**src/rtl/ps2_pkg.sv**
```systemverilog
// Shared PS/2 definitions: mouse byte-index states, header bit positions,
// mouse packet payload and the keyboard scan codes used by the game logic.
package ps2_pkg;

  typedef enum logic [1:0] {
    B0 = 2'd0,
    B1 = 2'd1,
    B2 = 2'd2,
    B3 = 2'd3
  } byte_idx_e;

  localparam int unsigned HDR_LEFT   = 0;
  localparam int unsigned HDR_RIGHT  = 1;
  localparam int unsigned HDR_MIDDLE = 2;
  localparam int unsigned HDR_SYNC   = 3;
  localparam int unsigned HDR_XS     = 4;
  localparam int unsigned HDR_YS     = 5;
  localparam int unsigned HDR_XO     = 6;
  localparam int unsigned HDR_YO     = 7;

  localparam logic [7:0] SC_EXTENDED = 8'hE0;
  localparam logic [7:0] SC_BREAK    = 8'hF0;
  localparam logic [7:0] SC_W        = 8'h1D;
  localparam logic [7:0] SC_A        = 8'h1C;
  localparam logic [7:0] SC_S        = 8'h1B;
  localparam logic [7:0] SC_D        = 8'h23;
  localparam logic [7:0] SC_SPACE    = 8'h29;

  typedef struct packed {
    logic [7:0] hdr;
    logic [7:0] dx;
    logic [7:0] dy;
    logic [7:0] wz;
  } mouse_pkt_t;

  // 9-bit two's complement movement from header sign bit and data byte
  function automatic logic [8:0] delta9(input logic sign, input logic [7:0] mag);
    return {sign, mag};
  endfunction

endpackage

```
**src/rtl/ps2_axis_clamp.sv**
```systemverilog
// One cursor axis: adds (or subtracts) a 9-bit signed delta and clamps the
// result to 0..EXTENT-1 so the position never wraps.
module ps2_axis_clamp #(
  parameter int unsigned EXTENT = 320,
  parameter int unsigned WIDTH  = 9,
  parameter bit          INVERT = 1'b0
) (
  input  logic [WIDTH-1:0] pos,
  input  logic [8:0]       delta,
  input  logic             ovf,
  output logic [WIDTH-1:0] next_pos_c
);

  // Two guard bits over the position, and never narrower than the delta plus sign
  localparam int unsigned SUM_W = (WIDTH + 2 > 10) ? WIDTH + 2 : 10;
  localparam logic signed [SUM_W-1:0] MAX_S = SUM_W'(EXTENT - 1);

  logic signed [SUM_W-1:0] pos_s;
  logic signed [SUM_W-1:0] dlt_s;
  logic signed [SUM_W-1:0] sum_s;

  always_comb begin
    pos_s = $signed({{(SUM_W-WIDTH){1'b0}}, pos});
    dlt_s = ovf ? '0 : $signed({{(SUM_W-9){delta[8]}}, delta});
    sum_s = INVERT ? (pos_s - dlt_s) : (pos_s + dlt_s);
    if (sum_s[SUM_W-1]) begin
      next_pos_c = '0;
    end else if (sum_s > MAX_S) begin
      next_pos_c = WIDTH'(EXTENT - 1);
    end else begin
      next_pos_c = sum_s[WIDTH-1:0];
    end
  end

endmodule

```
**src/rtl/ps2_mouse_packet_tracker.sv**
```systemverilog
// Assembles PS/2 mouse packets from the byte stream, resynchronises on framing
// errors and timeouts, and tracks a clamped on-screen cursor.
module ps2_mouse_packet_tracker
  import ps2_pkg::*;
#(
  parameter int unsigned SCREEN_W       = 320,
  parameter int unsigned SCREEN_H       = 240,
  parameter int unsigned WHEEL_EN       = 0,
  parameter int unsigned INVERT_Y       = 1,
  parameter int unsigned TIMEOUT_CYCLES = 50000,
  parameter int unsigned X_W            = $clog2(SCREEN_W),
  parameter int unsigned Y_W            = $clog2(SCREEN_H)
) (
  input  logic           clk,
  input  logic           reset,
  input  logic [7:0]     byte_in,
  input  logic           byte_valid,
  input  logic           recenter,
  output logic [X_W-1:0] x_pos,
  output logic [Y_W-1:0] y_pos,
  output logic [2:0]     buttons,
  output logic [3:0]     wheel,
  output logic           packet_valid,
  output logic           sync_error,
  output logic           overflow_seen
);

  localparam int unsigned TMR_W = $clog2(TIMEOUT_CYCLES + 1);
  localparam logic [TMR_W-1:0] TMR_MAX = TMR_W'(TIMEOUT_CYCLES);
  localparam logic [X_W-1:0] X_CTR = X_W'(SCREEN_W / 2);
  localparam logic [Y_W-1:0] Y_CTR = Y_W'(SCREEN_H / 2);

  byte_idx_e        idx;
  byte_idx_e        cur_idx_c;
  mouse_pkt_t       pkt;
  logic             pend;
  logic [TMR_W-1:0] timer;
  logic             expire_c;
  logic [X_W-1:0]   x_next_c;
  logic [Y_W-1:0]   y_next_c;

  // An expiring timer forces the current byte to be judged as a header
  assign expire_c  = (idx != B0) && (timer == TMR_MAX);
  assign cur_idx_c = expire_c ? B0 : idx;

  ps2_axis_clamp #(.EXTENT(SCREEN_W), .WIDTH(X_W), .INVERT(1'b0)) u_x_clamp (
    .pos       (x_pos),
    .delta     (delta9(pkt.hdr[HDR_XS], pkt.dx)),
    .ovf       (pkt.hdr[HDR_XO]),
    .next_pos_c(x_next_c)
  );

  ps2_axis_clamp #(.EXTENT(SCREEN_H), .WIDTH(Y_W), .INVERT(INVERT_Y != 0)) u_y_clamp (
    .pos       (y_pos),
    .delta     (delta9(pkt.hdr[HDR_YS], pkt.dy)),
    .ovf       (pkt.hdr[HDR_YO]),
    .next_pos_c(y_next_c)
  );

  always_ff @(posedge clk) begin
    if (reset) begin
      idx           <= B0;
      pkt           <= '0;
      pend          <= 1'b0;
      timer         <= '0;
      x_pos         <= X_CTR;
      y_pos         <= Y_CTR;
      buttons       <= '0;
      wheel         <= '0;
      packet_valid  <= 1'b0;
      sync_error    <= 1'b0;
      overflow_seen <= 1'b0;
    end else begin
      packet_valid  <= 1'b0;
      sync_error    <= expire_c;
      overflow_seen <= 1'b0;
      pend          <= 1'b0;

      if (cur_idx_c == B0 || byte_valid) begin
        timer <= '0;
      end else begin
        timer <= timer + TMR_W'(1);
      end

      if (expire_c) begin
        idx <= B0;
      end

      if (byte_valid) begin
        case (cur_idx_c)
          B0: begin
            if (byte_in[HDR_SYNC]) begin
              pkt.hdr <= byte_in;
              idx     <= B1;
            end else begin
              sync_error <= 1'b1;
              idx        <= B0;
            end
          end
          B1: begin
            pkt.dx <= byte_in;
            idx    <= B2;
          end
          B2: begin
            pkt.dy <= byte_in;
            if (WHEEL_EN != 0) begin
              idx <= B3;
            end else begin
              idx  <= B0;
              pend <= 1'b1;
            end
          end
          default: begin
            pkt.wz <= byte_in;
            idx    <= B0;
            pend   <= 1'b1;
          end
        endcase
      end

      // Packet completed on the previous edge is applied here
      if (pend) begin
        packet_valid  <= 1'b1;
        buttons       <= pkt.hdr[HDR_MIDDLE:HDR_LEFT];
        wheel         <= (WHEEL_EN != 0) ? pkt.wz[3:0] : 4'd0;
        overflow_seen <= pkt.hdr[HDR_XO] | pkt.hdr[HDR_YO];
        x_pos         <= x_next_c;
        y_pos         <= y_next_c;
      end

      if (recenter) begin
        x_pos <= X_CTR;
        y_pos <= Y_CTR;
      end
    end
  end

endmodule
```
**config.mk**
```make
export PLATFORM = sky130hd
export DESIGN_NAME = ps2_mouse_packet_tracker
export DESIGN_NICKNAME = d
export VERILOG_FILES = /design/src/rtl/ps2_pkg.sv /design/src/rtl/ps2_axis_clamp.sv /design/src/rtl/ps2_mouse_packet_tracker.sv
export SDC_FILE = /design/constraint.sdc
export NUM_CORES = 1
export LEC_CHECK = 0
export ABC_AREA = 1
export CAP_MARGIN = 5
export CELL_PAD_IN_SITES_DETAIL_PLACEMENT = 1
export CELL_PAD_IN_SITES_GLOBAL_PLACEMENT = 1
export CORE_AREA = 4 4 114 127
export CTS_CLUSTER_DIAMETER = 50
export CTS_CLUSTER_SIZE = 40
export DETAILED_ROUTE_END_ITERATION = 10
export DIE_AREA = 0 0 118 131
export HOLD_SLACK_MARGIN = 0.15
export PLACE_DENSITY_LB_ADDON = 0.1
export SYNTH_ARGS = -nofsm -noshare
export SYNTH_HDL_FRONTEND = slang
export SYNTH_SLANG_ARGS = --single-unit
```
**constraint.sdc**
```tcl
create_clock -name clk -period 5.52 [get_ports clk]
set_input_delay 1.38 -clock clk [delete_from_list [all_inputs] [get_ports clk]]
set_output_delay 1.38 -clock clk [all_outputs]
set_load 0.02 [all_outputs]
```
==> summary.txt <==
Status
  – Status: complete, no violations

STA
  – Slew Limit Headroom: 0.582
  – RSZ-0062 raised after global routing: false
  – Worst setup margin: 2.76 ns
  – Period utilization: 0.500
  – Max Clock Skew: 0.00638 ns
  – Setup violators final: 0
  – Slew Limit Fails: 0
  – Fin crit period: 2.76 ns
  – Worst Tran Pin Value: 0.626 ns
  – Final TNS setup: 0 ns
  – Fmax: 362 MHz
  – Endpoints failing hold: 0

Placed design
  – Placed Cells incl. Taps: 725
  – Dpl cell area: 4220 um2
  – RePlAce Congestion: 0.804
  – Port buffer count: 34
  – Worst slack, placed: 2.47 ns
  – Post-DP HPWL: 8270 um

Finish
  – # diodes: 0
  – Area Growth Syn to Fin: 20.6%
  – Non-filler instance count after layout: 741
  – Share of layout cells above drive strength 1: 0.0707
  – Final Cell Area: 4520 um2
  – Fillers: 1668
  – Total Nets Final: 610

Clock network
  – Post-CTS Setup Inserts: 0
  – Clock sinks: 65
  – Clock root buffer: clkbuf_16
  – Clk slew on worst S/H paths: 0.05 ns
  – H-tree depth: 3
  – Post-CTS sizing: 0
  – Clock Latency Late Sink: 0.32 ns
  – Max Root-Sink Buffers: 2
  – Inserted Clock Buffers: 9
  – CTS tree: yes
  – Hold_buf cts: 0

Global routing
  – Total grt overflow: 0
  – First-pass GRT wire length: 17300 um
  – Pin count of the biggest net entering global routing: 28
  – Vias in the first global route: 3435
  – Initial antenna violation count: 0
  – GR Util All Layers: 0.140

Critical path
  – Crit path kind: reg -> out
  – Critical-path cell list: clkdlybuf4s50_1
  – Buf/Inv on CP: 1
  – Largest fanout on the critical path: 4
  – Slowest Stage Delay on Critical Path: 0.65 ns
  – Kind of end point of the critical path: output pin
  – Critical path startpoint category: flip-flop
  – Largest delay contributor family on the critical path: buffers and inverters
  – Data required time at the worst endpoint: 4.14 ns
  – CP max stage cell: clkdlybuf4s50_1
  – Crit path arrival time: 1.38 ns

Synth
  – Ys flop type: dfxtp_1
  – Seq cells post-synth: 65
  – Register area share after synthesis: 0.347
  – Distinct cells, synth: 41
  – Post-Synthesis Cell Area: 3750 um2
  – Synth Instances: 539
  – Synth warn: 0
  – Post-synthesis async set-or-reset flop share: 0
  – Avg Inst Size Synth: 6.95 um2
  – Post-synth EDFFs: 0

Route
  – DR vias: 3493
  – Via/cell ratio: 4.71
  – Post-route DRC violation count: 0
  – Initial DRT Pass Iterations: 4
  – Routed length per placed instance: 14.0 um
  – DRT iter0 DRCs: 125
  – Post-DRT Antenna Nets: 0
  – Total wire length: 10400 um

Power and ir drop
  – LEAKAGE: 0.00181 uW
  – Max IR drop VDD: 0.116 mV
  – Pwr Density: 255 nW/um2

Floorplanning
  – Chip Width: 118 um
  – Initial Util: 0.286
  – Die area: 15500 um2
  – Core Area: 13100 um2
  – IO Pins: 39
  – DIE HEIGHT: 131 um
  – Standard-cell row count: 44

Job
  – Max-Cap Viols: 0

Min path
  – Hold Crit Class: reg -> reg
[metrics by stage]
step / utilization / hold slack [ns] / total power, uW
2_1_floorplan: - / 0.423 / 569
3_3_place_gp: 0.322 / 0.438 / 599
4_1_cts: 0.345 / 0.451 / 1170
3_5_place_dp: 0.322 / 0.442 / 601
6_report: 0.345 / 0.446 / 1150
5_1_grt: 0.345 / 0.459 / 1210
[cell usage after synthesis, types with 2 or more instances]
library cell | n | area (um2)
a31oi_1 | 2 | 12.5
fa_1 | 2 | 40.0
o21ai_0 | 29 | 145
xor2_1 | 3 | 26.3
nand2_2 | 3 | 18.8
nor4_1 | 2 | 12.5
nand3b_1 | 3 | 22.5
inv_2 | 3 | 11.3
o21a_1 | 2 | 15.0
o22ai_1 | 3 | 18.8
nor3_2 | 4 | 40.0
nor3_1 | 4 | 20.0
nor3b_2 | 2 | 25.0
nand2_1 | 127 | 477
o21ai_1 | 4 | 20.0
buf_6 | 3 | 33.8
nor3b_1 | 2 | 15.0
inv_1 | 70 | 263
ha_1 | 21 | 263
nand4_1 | 11 | 68.8
dfxtp_1 | 65 | 1300
a21oi_1 | 49 | 245
buf_4 | 4 | 30.0
clkbuf_1 | 5 | 18.8
xnor2_1 | 6 | 52.6
nand3_4 | 3 | 52.6
nand3_1 | 31 | 155
nor2_2 | 4 | 25.0
nor2_1 | 60 | 225
[registers in the layout, summed over array words and instances, names as in the netlist]
signal and count:
sync_error 1, packet_valid 1, y_pos 8, pend 1, overflow_seen 1, pkt 23
x_pos 9, buttons 3, idx 2, timer 16
[report_power, final]
part / internal (uW) / switching, uW
clock: 360 / 203
sequential: 479 / 7.21
combinational: 36.7 / 65.8
total: 876 / 276
[path summary, 6_finish.rpt]
kind / from / slack (ns) / depth (start not counted) / end
max reg2reg: pkt[30]$_SDFFE_PP0P_ / 2.99 / 13 / x_pos[5]$_SDFFE_PP1P_
min: pkt[10]$_SDFFE_PP0P_ / 0.45 / 2 / pkt[10]$_SDFFE_PP0P_
min reg2reg: pkt[10]$_SDFFE_PP0P_ / 0.45 / 2 / pkt[10]$_SDFFE_PP0P_
max: x_pos[1]$_SDFFE_PP0P_ / 2.76 / 1 / x_pos[1]
[logic make-up after synthesis]
kind of cell,after synthesis,synth area share
adder cells (fa/ha/maj),23,0.0808
AND/OR/NAND/NOR,259,0.316
buffers and inverters,89,0.101
AO/OA/AOI/OAI,93,0.133
other,1,0.00100
XOR/XNOR,9,0.0210
flip-flops,65,0.347
[cell type report]
class	count	area, um2	area share
tap	161	201	0.0446
sequential	65	1300	0.288
timing repair buffer	35	348	0.0770
inverter	76	292	0.0645
clock buffer	11	243	0.0537
multi-input combinational	388	2080	0.460
clock inverter	5	55.1	0.0122
[metal layers]
metal / vias to the layer above / GRT usage / wire length [um]
met5: - / 0 / 0
met4: 0 / 0.0434 / 121
met3: 10 / 0.0301 / 319
met2: 36 / 0.264 / 5430
met1: 1635 / 0.160 / 4510
li1: 1812 / - / -
[layout by cell type, fill, tap and decap left out, types with 3 or more instances in the layout]
master,n
nor3_1,4
nor2_1,60
nor3_2,4
o21ai_1,4
conb_1,4
inv_1,70
nand3_4,3
clkinv_2,3
nand2_2,3
clkdlybuf4s50_1,34
nand3b_1,3
o22ai_1,3
nand2_1,127
clkbuf_16,9
ha_1,21
a21oi_1,49
inv_2,3
nand4_1,11
nor2_2,4
nand3_1,31
o21ai_0,29
dfxtp_1,65
xnor2_1,6
xor2_1,3
(Power assumes the default switching activity.)
